[src/rtl/muldiv_pkg.sv]
// Shared constants for the iterative multiply/divide unit: funct codes,
// FSM state encoding and the divide-by-zero result policy.
package muldiv_pkg;

  localparam logic [5:0] FN_MFHI  = 6'b010000;
  localparam logic [5:0] FN_MTHI  = 6'b010001;
  localparam logic [5:0] FN_MFLO  = 6'b010010;
  localparam logic [5:0] FN_MTLO  = 6'b010011;
  localparam logic [5:0] FN_MULT  = 6'b011000;
  localparam logic [5:0] FN_MULTU = 6'b011001;
  localparam logic [5:0] FN_DIV   = 6'b011010;
  localparam logic [5:0] FN_DIVU  = 6'b011011;

  typedef enum logic {
    ST_IDLE = 1'b0,
    ST_BUSY = 1'b1
  } state_t;

  // Division by zero: LO is filled with this bit, HI returns the dividend.
  localparam logic DIV0_LO_FILL     = 1'b1;
  localparam logic DIV0_HI_DIVIDEND = 1'b1;

  function automatic logic is_muldiv(input logic [5:0] f);
    return f[5:2] == 4'b0110;
  endfunction

  function automatic logic is_div_op(input logic [5:0] f);
    return f[1];
  endfunction

  function automatic logic is_signed_op(input logic [5:0] f);
    return ~f[0];
  endfunction

endpackage

[src/rtl/muldiv_if.sv]
// Request/result bundle between the issue stage and the mult/div unit.
interface muldiv_if
  import muldiv_pkg::*;
#(
  parameter int WIDTH = 32
);
  // start is a single-cycle request: it is taken only when the unit is idle
  // (busy low) and flush is low; otherwise it is dropped, never queued.
  // funct/a/b need only be valid in the cycle start is taken.
  logic             start;
  logic [5:0]       funct;
  logic [WIDTH-1:0] a;
  logic [WIDTH-1:0] b;
  logic             flush;
  logic             busy;
  logic             done;
  logic [WIDTH-1:0] hi;
  logic [WIDTH-1:0] lo;
  logic [WIDTH-1:0] rdata;
  state_t           state;

  modport master (
    output start, funct, a, b, flush,
    input  busy, done, hi, lo, rdata, state
  );

  modport slave (
    input  start, funct, a, b, flush,
    output busy, done, hi, lo, rdata, state
  );
endinterface

[src/rtl/muldiv_step.sv]
// One iteration of unsigned shift-add multiply or restoring divide on a
// {hi,lo} accumulator pair; purely combinational.
module muldiv_step #(
  parameter int WIDTH = 32
) (
  input  logic             is_div,
  input  logic [WIDTH-1:0] hi_in,
  input  logic [WIDTH-1:0] lo_in,
  input  logic [WIDTH-1:0] opnd,
  output logic [WIDTH-1:0] hi_out,
  output logic [WIDTH-1:0] lo_out
);

  logic [WIDTH:0] sum;
  logic [WIDTH:0] shifted;
  logic [WIDTH:0] diff;

  always_comb begin
    sum     = {1'b0, hi_in} + {1'b0, opnd};
    shifted = {hi_in, lo_in[WIDTH-1]};
    diff    = shifted - {1'b0, opnd};
    hi_out  = hi_in;
    lo_out  = lo_in;
    if (is_div) begin
      // Remainder stays below the divisor, so a clear top bit means no borrow.
      if (!diff[WIDTH]) begin
        hi_out = diff[WIDTH-1:0];
        lo_out = {lo_in[WIDTH-2:0], 1'b1};
      end else begin
        hi_out = shifted[WIDTH-1:0];
        lo_out = {lo_in[WIDTH-2:0], 1'b0};
      end
    end else begin
      if (lo_in[0]) begin
        {hi_out, lo_out} = {sum, lo_in[WIDTH-1:1]};
      end else begin
        {hi_out, lo_out} = {1'b0, hi_in, lo_in[WIDTH-1:1]};
      end
    end
  end

endmodule

[src/rtl/muldiv_unit.sv]
// MIPS-style HI/LO multiply/divide unit: WIDTH-cycle iterative mult/div on
// operand magnitudes with a sign fixup on the final step, plus mthi/mtlo.
module muldiv_unit
  import muldiv_pkg::*;
#(
  parameter int WIDTH = 32
) (
  input  logic     clk,
  input  logic     reset,
  muldiv_if.slave  bus
);

  localparam int CW = $clog2(WIDTH);

  state_t           state_q, state_d;
  logic [CW-1:0]    cnt_q;
  logic [WIDTH-1:0] hi_q, lo_q;
  logic [WIDTH-1:0] acc_hi_q, acc_lo_q, opnd_q, a_hold_q;
  logic             div_q, neg_q_q, neg_r_q, b_zero_q, done_q;

  logic             accept, fin, op_md, op_signed, a_neg, b_neg;
  logic [WIDTH-1:0] a_mag, b_mag, step_hi, step_lo, fix_hi, fix_lo;
  logic [WIDTH-1:0] q_s, r_s;
  logic [2*WIDTH-1:0] prod, prod_s;

  always_comb begin
    accept    = (state_q == ST_IDLE) && bus.start && !bus.flush;
    op_md     = is_muldiv(bus.funct);
    op_signed = is_signed_op(bus.funct);
    a_neg     = op_signed & bus.a[WIDTH-1];
    b_neg     = op_signed & bus.b[WIDTH-1];
    a_mag     = a_neg ? -bus.a : bus.a;
    b_mag     = b_neg ? -bus.b : bus.b;
    fin       = (state_q == ST_BUSY) && !bus.flush && (cnt_q == '0);
  end

  muldiv_step #(.WIDTH(WIDTH)) u_step (
    .is_div (div_q),
    .hi_in  (acc_hi_q),
    .lo_in  (acc_lo_q),
    .opnd   (opnd_q),
    .hi_out (step_hi),
    .lo_out (step_lo)
  );

  // Sign fixup is applied to the last step's output in the same cycle.
  always_comb begin
    prod   = {step_hi, step_lo};
    prod_s = neg_q_q ? -prod : prod;
    q_s    = neg_q_q ? -step_lo : step_lo;
    r_s    = neg_r_q ? -step_hi : step_hi;
    fix_hi = prod_s[2*WIDTH-1:WIDTH];
    fix_lo = prod_s[WIDTH-1:0];
    if (div_q) begin
      if (b_zero_q) begin
        fix_lo = {WIDTH{DIV0_LO_FILL}};
        fix_hi = DIV0_HI_DIVIDEND ? a_hold_q : '0;
      end else begin
        fix_lo = q_s;
        fix_hi = r_s;
      end
    end
  end

  always_ff @(posedge clk or posedge reset) begin
    if (reset) state_q <= ST_IDLE;
    else       state_q <= state_d;
  end

  always_comb begin
    state_d = state_q;
    case (state_q)
      ST_IDLE: if (accept && op_md) state_d = ST_BUSY;
      ST_BUSY: if (bus.flush || cnt_q == '0) state_d = ST_IDLE;
      default: state_d = ST_IDLE;
    endcase
  end

  always_ff @(posedge clk or posedge reset) begin
    if (reset) begin
      cnt_q    <= '0;
      hi_q     <= '0;
      lo_q     <= '0;
      acc_hi_q <= '0;
      acc_lo_q <= '0;
      opnd_q   <= '0;
      a_hold_q <= '0;
      div_q    <= 1'b0;
      neg_q_q  <= 1'b0;
      neg_r_q  <= 1'b0;
      b_zero_q <= 1'b0;
      done_q   <= 1'b0;
    end else begin
      done_q <= fin;
      case (state_q)
        ST_IDLE: begin
          if (accept && op_md) begin
            cnt_q    <= CW'(WIDTH - 1);
            div_q    <= is_div_op(bus.funct);
            acc_hi_q <= '0;
            acc_lo_q <= is_div_op(bus.funct) ? a_mag : b_mag;
            opnd_q   <= is_div_op(bus.funct) ? b_mag : a_mag;
            neg_q_q  <= a_neg ^ b_neg;
            neg_r_q  <= is_div_op(bus.funct) & a_neg;
            b_zero_q <= (bus.b == '0);
            a_hold_q <= bus.a;
          end else if (accept && bus.funct == FN_MTHI) begin
            hi_q <= bus.a;
          end else if (accept && bus.funct == FN_MTLO) begin
            lo_q <= bus.a;
          end
        end
        ST_BUSY: begin
          if (bus.flush) begin
            cnt_q <= '0;
          end else begin
            acc_hi_q <= step_hi;
            acc_lo_q <= step_lo;
            if (cnt_q == '0) begin
              hi_q <= fix_hi;
              lo_q <= fix_lo;
            end else begin
              cnt_q <= cnt_q - 1'b1;
            end
          end
        end
        default: cnt_q <= '0;
      endcase
    end
  end

  assign bus.busy  = (state_q == ST_BUSY);
  assign bus.done  = done_q;
  assign bus.hi    = hi_q;
  assign bus.lo    = lo_q;
  assign bus.state = state_q;
  assign bus.rdata = (bus.funct == FN_MFHI) ? hi_q : lo_q;

endmodule

[src/flat_wrapper.sv]
// flat-port wrapper written by rule: the top's interface ports become plain ports
module muldiv_unit_flat import muldiv_pkg::*;
#(
  parameter int WIDTH = 32
)
  (clk, reset, bus_start, bus_funct, bus_a, bus_b, bus_flush, bus_busy, bus_done, bus_hi, bus_lo, bus_rdata, bus_state);
  muldiv_if #(.WIDTH(WIDTH)) bus_i ();
  input  logic clk;
  input  logic reset;
  input wire logic [$bits(bus_i.start)-1:0] bus_start;
  input wire logic [$bits(bus_i.funct)-1:0] bus_funct;
  input wire logic [$bits(bus_i.a)-1:0] bus_a;
  input wire logic [$bits(bus_i.b)-1:0] bus_b;
  input wire logic [$bits(bus_i.flush)-1:0] bus_flush;
  output wire logic [$bits(bus_i.busy)-1:0] bus_busy;
  output wire logic [$bits(bus_i.done)-1:0] bus_done;
  output wire logic [$bits(bus_i.hi)-1:0] bus_hi;
  output wire logic [$bits(bus_i.lo)-1:0] bus_lo;
  output wire logic [$bits(bus_i.rdata)-1:0] bus_rdata;
  output wire logic [$bits(bus_i.state)-1:0] bus_state;
  assign bus_i.start = bus_start;
  assign bus_i.funct = bus_funct;
  assign bus_i.a = bus_a;
  assign bus_i.b = bus_b;
  assign bus_i.flush = bus_flush;
  assign bus_busy = bus_i.busy;
  assign bus_done = bus_i.done;
  assign bus_hi = bus_i.hi;
  assign bus_lo = bus_i.lo;
  assign bus_rdata = bus_i.rdata;
  assign bus_state = bus_i.state;
  muldiv_unit #(.WIDTH(WIDTH)) u_core (.clk(clk), .reset(reset), .bus(bus_i));
endmodule
[config.mk]
export PLATFORM = sky130hd
export DESIGN_NAME = muldiv_unit_flat
export DESIGN_NICKNAME = d
export VERILOG_FILES = /design/src/rtl/muldiv_pkg.sv /design/src/rtl/muldiv_if.sv /design/src/rtl/muldiv_step.sv /design/src/rtl/muldiv_unit.sv /design/src/flat_wrapper.sv
export SDC_FILE = /design/constraint.sdc
export NUM_CORES = 1
export LEC_CHECK = 0
export ABC_AREA = 1
export CELL_PAD_IN_SITES_DETAIL_PLACEMENT = 1
export CELL_PAD_IN_SITES_GLOBAL_PLACEMENT = 2
export CORE_ASPECT_RATIO = 1.4
export CORE_MARGIN = 4
export CORE_UTILIZATION = 32
export DETAILED_ROUTE_END_ITERATION = 6
export PLACE_DENSITY = 0.83
export SLEW_MARGIN = 20
export SYNTH_ARGS = -nofsm -noshare
export SYNTH_HDL_FRONTEND = slang
export SYNTH_SLANG_ARGS = --single-unit
[constraint.sdc]
create_clock -name clk -period 10.5 [get_ports clk]
set_input_delay 3.15 -clock clk [delete_from_list [all_inputs] [get_ports clk]]
set_output_delay 3.15 -clock clk [all_outputs]
set_load 0.005 [all_outputs]
### After elaboration in Yosys (flattened, before gate mapping)

Index checks and enable logic that the tools add are counted.

| storage, ports and cells | value |
|---|---|
| bits in latches | 0 |
| bits in read-only memories | 0 |
| flip-flop bits (word level) | 203 |
| bits of input ports | 74 |
| word-level logic and storage cells | 97 |
| memories kept | 0 |
| bits in writable memories | 0 |

| operators by class | value |
|---|---|
| multiply operators | 0 |
| shift-type cells | 0 |
| mux-type cells | 42 |
| order comparisons | 0 |
| bitwise gates (word level) | 6 |
| divide/modulo/power cells | 0 |
| reduce and logical (&&, ||, !) cells | 16 |
| equal/unequal tests | 12 |
| $add $sub $neg | 8 |

Operators with widths:

| kind | count |
|---|---|
| 32-bit 2-to-1 mux | 29 |
| 32-bit one-hot mux with 2 select lines | 4 |
| 32-bit negator | 4 |
| 64-bit 2-to-1 mux | 1 |
| 64-bit negator | 1 |
| 32-bit by 32-bit adder with 33-bit output | 1 |
| 33-bit by 32-bit subtractor with 33-bit output | 1 |
| 32-bit logical NOT | 1 |
| 6-bit by 5-bit == test with 1-bit output (second input constant) | 3 |
| 5-bit 2-to-1 mux | 3 |
| 2-bit inequality test (second input constant) | 7 |
| 5-bit one-hot mux with 2 select lines | 1 |
| 1-bit logical AND | 7 |
| 2-bit AND reduction | 3 |
| 5-bit logical NOT | 1 |
| 5-bit AND reduction | 1 |
| 5-bit by 1-bit subtractor with 5-bit output (second input constant) | 1 |
| 4-bit by 3-bit == test with 1-bit output (second input constant) | 1 |
| 4-bit AND reduction | 1 |
| 1-bit bitwise AND | 3 |
| 1-bit 2-to-1 mux | 3 |
| 3-bit inequality test (second input constant) | 1 |
| 1-bit NOT | 2 |
| 1-bit one-hot mux with 2 select lines | 1 |
| other kinds (3) | 3 |

### Depth between registers and ports, before layout

Gate-level depths: netlist (run 1).

| logic depth | value |
|---|---|
| depth after elaboration | 10 |
| gate-level depth with buffers | 35 |

### Modules after synthesis

Synthesis (run 1) repeated with hierarchy kept, for this count alone.

| unflattened totals | value |
|---|---|
| cells, all modules | 3581 |
| area, all modules | 20637.3 um^2 |

Modules (own cells, without submodules):

| module | area an instance (um^2) | cells each | times used |
|---|---|---|---|
| muldiv_unit | 14565.2 | 2288 | 1 |
| muldiv_step | 6072.1 | 1293 | 1 |

### Least setup slack after synthesis (run 1)

OpenSTA, ideal clock, no wires.

| timing path | value |
|---|---|
| kind | input to output |
| start | in bus_funct[1] |
| end | out bus_rdata[10] |
| cell stages on the path | 5 |
| arrival | 4.513 ns |
| path slack | 2.837 ns |
| required time | 7.350 ns |
| cell sequence | clkbuf_1 > clkinv_1 > nand4_1 > clkbuf_1 > mux2_2 |

| between the ends | value |
|---|---|
| cells in the longest elaborated chain, start to end | 2 |

RTL lines:

| what | line | text |
|---|---|---|
| from (decl) | flat_wrapper.sv:11 | `input wire logic [$bits(bus_i.funct)-1:0] bus_funct;` |
| 6-bit by 5-bit == test with 1-bit output | muldiv_unit.sv:137 | `assign bus.rdata = (bus.funct == FN_MFHI) ? hi_q : lo_q;` |
| 32-bit 2-to-1 mux | muldiv_unit.sv:137 |  |
| to (decl) | flat_wrapper.sv:19 | `output wire logic [$bits(bus_i.rdata)-1:0] bus_rdata;` |

No other way between the ends.

### Worst setup path after layout (run 1)

| timing path | value |
|---|---|
| start | in bus_funct[1] |
| end | out bus_rdata[24] |

The elaborated chain is that of the path after synthesis.

==> impl_metrics.env, run 1 <==
export IMPL_drt_initial_drc_count=1419
export IMPL_fp_dieH_um=307
export IMPL_combPwrFrac_pct=70.6
export IMPL_regArea_um2=5090
export IMPL_p_switching_uw=4460
export IMPL_synthTopCellsByArea="dfrtp_1 25%, nand2_1 18%, inv_1 8.7%"
export IMPL_drt_pass1_iterations=5
export IMPL_grt_max_degree=96
export IMPL_ys_ff_latch=203
export IMPL_yosys_area_top_type="dfrtp_1"
export IMPL_final_cell_mix="1002 x nand2_1, 468 x inv_1, 396 x nor2_1"
export IMPL_maxClockFrequency_ghz=0.115
export IMPL_syn_nets=3553
export IMPL_timing_rr_end="u_core.bus.hi[20]$_DFFE_PP0P_"
export IMPL_portBuffers=172
export IMPL_core_um2=63100
export IMPL_timing_rr_start="u_core.opnd_q[0]$_DFFE_PP0P_"
export IMPL_tritoncts="yes"
export IMPL_clk_latency_ns=0.55
export IMPL_min_to="u_core.a_hold_q[17]$_DFFE_PP0P_"
export IMPL_grt_usage_pct=30.8
export IMPL_wl_per_cell_um=24.7
export IMPL_hold_viol=0
export IMPL_worst_pin_slew_ns=0.998
export IMPL_ir_drop_mv=0.140
export IMPL_cts_buffers_inserted=24
export IMPL_multiInputGateArea_um2=12900
export IMPL_fin_skew_ns=0.0144
export IMPL_cts_max_level=1
export IMPL_end_kind="output pin"
export IMPL_critPathRequiredTime_ns=7.35
export IMPL_clk_pin_slew_worst_paths_ns=0.06
export IMPL_relSlewSlack_pct=32.8
export IMPL_syn_area_per_cell_um2=5.99
export IMPL_cts_path_max_buffers=3
export IMPL_fin_util_pct=37.5
export IMPL_drv_slew=0
export IMPL_leakage_uw=0.0117
export IMPL_area_growth_pct=16.2
export IMPL_avgViaCountPerCell=5.40
export IMPL_finalSetupTns_ns=0
export IMPL_place_gp_congestion=0.988
export IMPL_min_period_ns=8.72
export IMPL_synthesis_area_um2=20400
export IMPL_final_common_cell="nand2_1"
export IMPL_clock_sinks=203
export IMPL_final_area_um2=23700
export IMPL_status="finished, final reports clean"
export IMPL_yosysWarnings=0
export IMPL_setup_worst_path_start_class="primary input"
export IMPL_wl_um=108000
export IMPL_nFillCells=8448
export IMPL_yosysTopAreaCellShare_pct=24.9
export IMPL_hold_buffers=0
export IMPL_maxCapViolCount=0
export IMPL_antenna_found_initial=2
export IMPL_period_share_pct=83.1
export IMPL_hp_class="reg2reg"
export IMPL_drcViolationCount=0
export IMPL_power_density_nw_per_um2=316
export IMPL_finish_net_count=3656
export IMPL_final_layout_size_suffix_gt1_share_pct=5.67
export IMPL_intPower_uw=3030
export IMPL_synth_async_reset_ratio_pct=100
export IMPL_grt_pass1_vias=24800
export IMPL_cts_root_buf="clkbuf_16"
export IMPL_min_delay_start="u_core.a_hold_q[17]$_DFFE_PP0P_"
export IMPL_synth_edff_count=0
export IMPL_fin_hold_ws_ns=0.488
export IMPL_dieArea_um2=67900
export IMPL_critical_path_class="in2out"
export IMPL_post_cts_buffers=0
export IMPL_power_frac_seq_pct=17.4
export IMPL_std_cell_rows=109
export IMPL_vias=23500
export IMPL_fp_dieW_um=221
export IMPL_setup_viol=0
export IMPL_cts_resized=0
export IMPL_initial_core_util_pct=32.3
export IMPL_ys_types=61
export IMPL_rr_worst_depth=32
export IMPL_synth_seq_area_share_pct=24.9
export IMPL_holdPathStages=2
export IMPL_grt_pass1_wl_um=159000
export IMPL_io_pins=173
export IMPL_synth_main_ff_cell="dfrtp_1"
export IMPL_clkPwrFrac_pct=12.0
export IMPL_dp_hpwl_um=88600
export IMPL_grt_setup_unrepaired="false"
export IMPL_sw_frac_of_total_pct=59.5
export IMPL_synthCells=3407
export IMPL_grt_overflow_total=0
export IMPL_postRouteAntennaNets=0
export IMPL_place_area_um2=22900
export IMPL_arrival_ns=5.57
export IMPL_crit_fanout=51
export IMPL_r2r_setup_slack_ns=4.53
[cell type report]
cell class,instances,share of cell area (%)
antenna,1,0.0106
sequential,203,21.5
multi-input combinational,2584,54.5
clock buffer,29,2.83
tap,832,4.39
timing repair buffer,206,8.34
clock inverter,15,0.660
inverter,491,7.81
[Yosys cell counts (all sizes together) (2+ instances only)]
| master | number |
|---|---|
| a21oi | 197 |
| a2111oi | 8 |
| o31ai | 12 |
| fa | 2 |
| nand4 | 29 |
| nand2 | 1043 |
| ha | 70 |
| o221ai | 21 |
| buf | 36 |
| a22oi | 12 |
| nor2 | 423 |
| and3 | 3 |
| clkbuf | 93 |
| a31oi | 15 |
| nor3 | 30 |
| a311oi | 4 |
| o32ai | 2 |
| dfrtp | 203 |
| nand3 | 242 |
| o21bai | 9 |
| clkinv | 6 |
| o22ai | 37 |
| inv | 485 |
| and2 | 5 |
| a211oi | 9 |
| xnor2 | 22 |
| nor4 | 6 |
| o211ai | 32 |
| or2 | 4 |
| nor3b | 2 |
| a21o | 2 |
| o21ai | 242 |
| mux2 | 13 |
| nand3b | 6 |
| xor2 | 74 |
[layer usage]
layer | vias up | share of wire [%] | GRT usage (%)
li1 | 11200 | - | -
met1 | 11500 | 38 | 33.7
met2 | 606 | 50 | 56.2
met3 | 269 | 3.3 | 2.89
met4 | 0 | 8.5 | 21.3
met5 | - | 0 | 0
[critical path, cell delays in order]
cell and delay [ns]:
clkdlybuf4s50_1 0.46, buf_4 0.29, clkinv_1 0.18, nand4_1 0.13, buf_4 0.44, mux2_2 0.41
clkdlybuf4s50_1 0.46
[registers in the layout, summed over array words and instances, names as in the netlist]
register / cells
u_core.a_hold_q: 32
u_core.acc_hi_q: 32
u_core.acc_lo_q: 32
u_core.bus.hi: 32
u_core.bus.lo: 32
u_core.opnd_q: 32
u_core.cnt_q: 5
u_core.b_zero_q: 1
u_core.bus.busy: 1
u_core.bus.done: 1
u_core.div_q: 1
u_core.neg_q_q: 1
u_core.neg_r_q: 1
[cell families (layout without fill, tap and decap cells)]
group | count (synthesis) | in the layout | share of synthesized area [%]
AO/OA/AOI/OAI | 608 | 608 | 17.2
XOR/XNOR | 96 | 96 | 4.12
adder cells (fa/ha/maj) | 72 | 72 | 4.49
buffers and inverters | 620 | 741 | 11.8
flip-flops | 203 | 203 | 24.9
multiplexers | 13 | 13 | 0.718
other | 0 | 1 | 0
AND/OR/NAND/NOR | 1795 | 1795 | 36.8
[worst max path at each step]
stage,slack (ns),depth (start not counted),start,to
after global placement,1.82,7,bus_funct[1],bus_rdata[24]
after global routing,1.64,7,bus_funct[1],bus_rdata[24]
after detailed placement,1.79,7,bus_funct[1],bus_rdata[24]
final,1.78,7,bus_funct[1],bus_rdata[24]
after floorplan,1.81,1,reset,u_core.a_hold_q[0]$_DFFE_PP0P_
after CTS,1.79,7,bus_funct[1],bus_rdata[24]
[power groups by stage]
stage	logic [uW]	registers [uW]	clock network, uW
6_report	5280	1300	900
5_1_grt	5800	1310	939
4_1_cts	5250	1290	911
3_5_place_dp	5220	1300	0
3_3_place_gp	5180	1300	0
2_1_floorplan	3340	1120	0
[per-stage QoR]
step	worst slack (ns)	total power, uW	std cells
after floorplan	1.81	4460	3407
after global placement	1.82	6480	4316
after detailed placement	1.79	6520	4316
after CTS	1.79	7460	4360
after global routing	1.64	8040	4361
final	1.78	7480	4361
Power figures use the tool's default switching activity.
==> inputs of run 2 (changes only) <==
- clock period: 10.5 -> 8.3 ns (I/O delays scaled with it)
==> run 2 against run 1 <==
  * First-iteration DRC count down 9.2%
  * Utilization rose by 0.14 points
  * Cell area rose by 0.36%
  * Cell count hardly changed
  * Total power is 29% higher
  * Sequential power is 25% higher
  * Critical path type unchanged
==> impl_metrics.env, run 2 (synthesis results as in run 1) <==
export IMPL_std_cell_rows=109
export IMPL_end_kind="output pin"
export IMPL_power_density_nw_per_um2=405
export IMPL_crit_family="buffers and inverters"
export IMPL_maxClockFrequency_ghz=0.140
export IMPL_final_cells=4362
export IMPL_postRouteAntennaNets=0
export IMPL_timing_rr_end="u_core.bus.hi[20]$_DFFE_PP0P_"
export IMPL_dieArea_um2=67900
export IMPL_initial_core_util_pct=32.3
export IMPL_finish_net_count=3659
export IMPL_placedCellCount=4319
export IMPL_cp_startpoint="bus_funct[1]"
export IMPL_crit_end="bus_rdata[23]"
export IMPL_place_area_um2=22900
export IMPL_cts_max_level=1
export IMPL_dp_hpwl_um=88300
export IMPL_arrival_ns=4.66
export IMPL_critPathRequiredTime_ns=5.81
export IMPL_clock_sinks=203
export IMPL_path_buf_inv=4
export IMPL_hold_buffers=0
export IMPL_antenna_found_initial=1
export IMPL_cts_buffers_inserted=24
export IMPL_grt_pass1_vias=24500
export IMPL_io_pins=173
export IMPL_max_stage_delay_ns=0.56
export IMPL_maxCapViolCount=0
export IMPL_grt_setup_unrepaired="false"
export IMPL_tritoncts="yes"
export IMPL_cts_resized=0
export IMPL_fp_dieH_um=307
export IMPL_final_common_cell="nand2_1"
export IMPL_min_delay_start="u_core.a_hold_q[21]$_DFFE_PP0P_"
export IMPL_status="finished, final reports clean"
export IMPL_grt_pass1_wl_um=158000
export IMPL_critical_path_class="in2out"
export IMPL_portBuffers=172
export IMPL_drv_slew=0
export IMPL_fp_dieW_um=221
export IMPL_grt_usage_pct=30.6
export IMPL_n_antenna_cell=0
export IMPL_wl_per_cell_um=24.7
export IMPL_power_uw=9630
export IMPL_avgViaCountPerCell=5.45
export IMPL_fin_skew_ns=0.0200
export IMPL_setup_worst_path_start_class="primary input"
export IMPL_path_cells="clkdlybuf4s50_1 > clkinv_1 > nand4_1 > buf_4 > mux2_2 > clkdlybuf4s50_1"
export IMPL_drt_pass1_iterations=5
export IMPL_grt_overflow_total=0
export IMPL_path_common_cell="clkdlybuf4s50_1"
export IMPL_crit_fanout=51
export IMPL_r2r_setup_slack_ns=2.44
export IMPL_relSlewSlack_pct=31.3
export IMPL_path_depth=6
export IMPL_ir_drop_mv=0.181
export IMPL_final_area_um2=23800
export IMPL_hold_viol=0
export IMPL_final_cell_mix="1002 x nand2_1, 469 x inv_1, 397 x nor2_1"
export IMPL_drt_initial_drc_count=1288
export IMPL_worst_pin_slew_ns=1.00
export IMPL_timing_rr_start="u_core.opnd_q[0]$_DFFE_PP0P_"
export IMPL_place_gp_congestion=0.982
export IMPL_rr_worst_depth=32
export IMPL_clk_pin_slew_worst_paths_ns=0.07
export IMPL_fin_hold_ws_ns=0.489
export IMPL_drcViolationCount=0
export IMPL_vias=23800
export IMPL_crit_slowest_cell="clkdlybuf4s50_1"
export IMPL_clk_latency_ns=0.56
export IMPL_core_um2=63100
export IMPL_cts_root_buf="clkbuf_16"
export IMPL_leakage_uw=0.0117
export IMPL_grt_max_degree=126
export IMPL_cts_path_max_buffers=3
export IMPL_setup_viol=0
export IMPL_hp_class="reg2reg"
export IMPL_period_share_pct=86.1
export IMPL_area_growth_pct=16.7
export IMPL_finalSetupTns_ns=0
export IMPL_post_cts_buffers=0
export IMPL_min_period_ns=7.15
export IMPL_final_layout_size_suffix_gt1_share_pct=5.55
export IMPL_nFillCells=8408
export IMPL_wl_um=108000
run 2: cell types whose count changed in the layout (fill, tap and decap cells not counted), moves of 2 or more:
cell and delta:
bufinv_16 +4, clkbuf_1 +4, clkinv_4 -3, buf_4 +2
clkbuf_8 -2, clkinv_2 -2, clkinvlp_4 -2
run 2: routing by layer:
layer,part of all wire [%],global-route usage (%),wire (um)
met5,0.010,0,11
met2,50,55.7,53800
met3,3.3,2.62,3510
met1,38,33.8,40900
met4,8.7,21.2,9310
run 2: layout make-up:
class | instances | area (um^2) | share of cell area (%)
clock buffer | 31 | 658 | 2.77
clock inverter | 12 | 225 | 0.947
inverter | 491 | 1850 | 7.78
multi-input combinational | 2584 | 12900 | 54.3
sequential | 203 | 5090 | 21.4
tap | 832 | 1040 | 4.38
timing repair buffer | 209 | 2010 | 8.46
run 2: worst min path at each step:
stage,end,slack [ns],cells past startpoint
after floorplan,u_core.a_hold_q[13]$_DFFE_PP0P_,0.45,2
after global placement,u_core.a_hold_q[3]$_DFFE_PP0P_,0.47,2
after detailed placement,u_core.a_hold_q[27]$_DFFE_PP0P_,0.48,2
after CTS,u_core.a_hold_q[27]$_DFFE_PP0P_,0.49,2
after global routing,u_core.a_hold_q[27]$_DFFE_PP0P_,0.51,2
final,u_core.a_hold_q[21]$_DFFE_PP0P_,0.49,2
run 2: per-stage QoR:
stage | setup WS (ns) | util [%]
after floorplan | 0.271 | -
after global placement | 1.14 | 36.3
after detailed placement | 1.11 | 36.3
after CTS | 1.12 | 37.7
after global routing | 1.07 | 37.7
final | 1.15 | 37.7
run 2: tightest hold or removal path: cells and delay by family (launching register included):
kind            cells  cell delay [ns]
simple gates        1             0.05
flops               1             0.35
compound gates      1             0.06
run 2: power breakdown:
group          leakage (uW)  internal [uW]  total [uW]  switching (uW)
clock network      0.000419            748        1240             490
logic               0.00897           1940        6780            4840
registers           0.00236           1250        1620             371
==> inputs of run 3 (changes only) <==
- CORE_UTILIZATION: 32 -> 31
- PLACE_DENSITY: 0.83 -> 0.82
- SYNTH_HIERARCHICAL: not set -> 1
==> run 3 against run 2 <==
  * Cell count increased by 4.1%
  * Via count grew 2.1%
  * Utilization fell by 1.3 points
  * Highest routed layer is now met4
  * Cell area increased by 0.54%
  * Non-clock buffer count is 3 lower
  * Synthesized cell count rose by 5.1%
  * Critical path type unchanged
==> impl_metrics.env, run 3 <==
export IMPL_core_um2=65700
export IMPL_cts_resized=0
export IMPL_cts_buffers_inserted=24
export IMPL_n_antenna_cell=0
export IMPL_ir_drop_mv=0.218
export IMPL_syn_nets=3726
export IMPL_ys_ff_latch=203
export IMPL_grt_setup_unrepaired="false"
export IMPL_path_cells="clkdlybuf4s50_1 > inv_1 > nand3_2 > buf_4 > mux2_2 > clkdlybuf4s50_1"
export IMPL_grt_pass1_wl_um=161000
export IMPL_power_density_nw_per_um2=483
export IMPL_ys_types=51
export IMPL_dieArea_um2=70800
export IMPL_synth_edff_count=0
export IMPL_synth_seq_area_share_pct=24.6
export IMPL_yosys_area_top_type="dfrtp_1"
export IMPL_avgViaCountPerCell=5.34
export IMPL_synth_main_ff_cell="dfrtp_1"
export IMPL_finalSetupTns_ns=0
export IMPL_drv_slew=0
export IMPL_io_pins=173
export IMPL_critical_path_class="in2out"
export IMPL_cts_max_level=1
export IMPL_synthTopCellsByArea="dfrtp_1 25%, nand2_1 22%, inv_1 8.2%"
export IMPL_path_common_cell="clkdlybuf4s50_1"
export IMPL_finish_net_count=3820
export IMPL_drcViolationCount=0
export IMPL_yosysTopAreaCellShare_pct=24.6
export IMPL_maxClockFrequency_ghz=0.141
export IMPL_cts_root_buf="clkbuf_16"
export IMPL_wl_per_cell_um=23.9
export IMPL_nFillCells=8865
export IMPL_clk_latency_ns=0.55
export IMPL_r2r_setup_slack_ns=2.72
export IMPL_final_cell_mix="1193 x nand2_1, 446 x inv_1, 421 x nor2_1"
export IMPL_fp_dieH_um=313
export IMPL_std_cell_rows=111
export IMPL_final_cells=4540
export IMPL_setup_viol=0
export IMPL_worst_pin_slew_ns=1.14
export IMPL_grt_pass1_vias=25200
export IMPL_hold_viol=0
export IMPL_grt_usage_pct=29.9
export IMPL_synthCells=3581
export IMPL_dp_hpwl_um=88400
export IMPL_placedCellCount=4496
export IMPL_postRouteAntennaNets=0
export IMPL_portBuffers=172
export IMPL_place_gp_congestion=0.990
export IMPL_maxCapViolCount=0
export IMPL_fp_dieW_um=226
export IMPL_synth_async_reset_ratio_pct=100
export IMPL_status="finished, final reports clean"
export IMPL_syn_area_per_cell_um2=5.76
export IMPL_period_share_pct=85.6
export IMPL_wl_um=109000
export IMPL_max_stage_delay_ns=0.57
export IMPL_hp_class="reg2reg"
export IMPL_relSlewSlack_pct=24.0
export IMPL_drt_initial_drc_count=1466
export IMPL_antenna_found_initial=0
export IMPL_critPathRequiredTime_ns=5.81
export IMPL_crit_fanout=43
export IMPL_min_period_ns=7.10
export IMPL_final_common_cell="nand2_1"
export IMPL_vias=24300
export IMPL_crit_slowest_cell="clkdlybuf4s50_1"
export IMPL_initial_core_util_pct=31.4
export IMPL_leakage_uw=0.0118
export IMPL_setup_worst_path_start_class="primary input"
export IMPL_area_growth_pct=15.9
export IMPL_yosysMostFrequentCell="nand2_1"
export IMPL_clock_sinks=203
export IMPL_final_layout_size_suffix_gt1_share_pct=3.90
export IMPL_post_cts_buffers=0
export IMPL_clk_pin_slew_worst_paths_ns=0.06
export IMPL_path_buf_inv=4
export IMPL_fin_skew_ns=0.0227
export IMPL_hold_buffers=0
export IMPL_yosysWarnings=6
export IMPL_tritoncts="yes"
export IMPL_arrival_ns=4.61
export IMPL_drt_pass1_iterations=5
export IMPL_grt_max_degree=113
export IMPL_end_kind="output pin"
export IMPL_ys_top_cells_by_count="1193 x nand2_1, 449 x inv_1, 424 x nor2_1, 313 x nand3_1, 257 x a21oi_1"
export IMPL_synthesis_area_um2=20600
export IMPL_grt_overflow_total=0
export IMPL_cts_path_max_buffers=3
export IMPL_crit_family="buffers and inverters"
==> run 3: per-stage QoR <==
stage / setup slack (ns) / utilization (%) / total power, uW / hold slack [ns] / cell area, um^2
after floorplan: 0.271 / - / 6820 / 0.448 / 20600
after global placement: 1.27 / 35.2 / 10200 / 0.460 / 23100
after detailed placement: 1.18 / 35.2 / 10300 / 0.468 / 23100
after CTS: 1.18 / 36.4 / 11500 / 0.483 / 23900
after global routing: 1.10 / 36.4 / 12400 / 0.497 / 23900
final: 1.20 / 36.4 / 11600 / 0.483 / 23900
==> run 3: tightest hold or removal path, cell delays in order, from the launching register on <==
cell     delay (ns)
dfrtp_1        0.34
nand2_1        0.06
nand2_1        0.06
==> run 3: logic make-up after synthesis <==
kind of cell | count (synthesis) | synth area share (%)
adders and majority gates | 71 | 4.38
buffers and inverters | 598 | 11.3
AOI/OAI and AO/OA | 593 | 15.6
DFF | 203 | 24.6
xor gates and xnor gates | 76 | 3.23
muxes | 21 | 1.15
and+or+nand+nor | 2019 | 39.8
==> run 3: metal layers <==
layer,global-route usage (%),part of all wire (%),up-vias
met4,20.6,8.7,0
met2,53.5,50,658
met5,0,0,-
met1,33.1,38,11700
li1,-,-,11600
met3,2.69,3.4,259
==> run 3: area by class of cell <==
type                    count  area [um^2]  share of cell area, %
flip-flops and latches    203         5090                   21.3
clock buffers              34          709                   2.97
inverters                 460         1740                   7.26
multi-input cells        2780        13200                   55.4
repair buffers            206         1980                   8.27
clock inverters            10          104                  0.434
well taps                 847         1060                   4.43
==> run 3: worst paths after layout <==
| path | end | depth (start not counted) | from |
|---|---|---|---|
| min | u_core/acc_lo_q[15]$_DFFE_PP0P_ | 2 | u_core/acc_lo_q[15]$_DFFE_PP0P_ |
| min reg2reg | u_core/acc_lo_q[15]$_DFFE_PP0P_ | 2 | u_core/acc_lo_q[15]$_DFFE_PP0P_ |
| max in group asynchronous | u_core/bus.busy$_DFF_PP0_ | 3 | reset |
| max | bus_rdata[26] | 6 | bus_funct[0] |
| max reg2reg | u_core/bus.hi[0]$_DFFE_PP0P_ | 28 | u_core/acc_lo_q[31]$_DFFE_PP0P_ |
| min in group asynchronous | u_core/bus.lo[30]$_DFFE_PP0P_ | 2 | reset |
==> run 3: report_power, final <==
group | switching [uW] | internal, uW | total, uW
Clock | 473 | 658 | 1130
Combinational | 6080 | 2440 | 8520
Sequential | 530 | 1370 | 1900
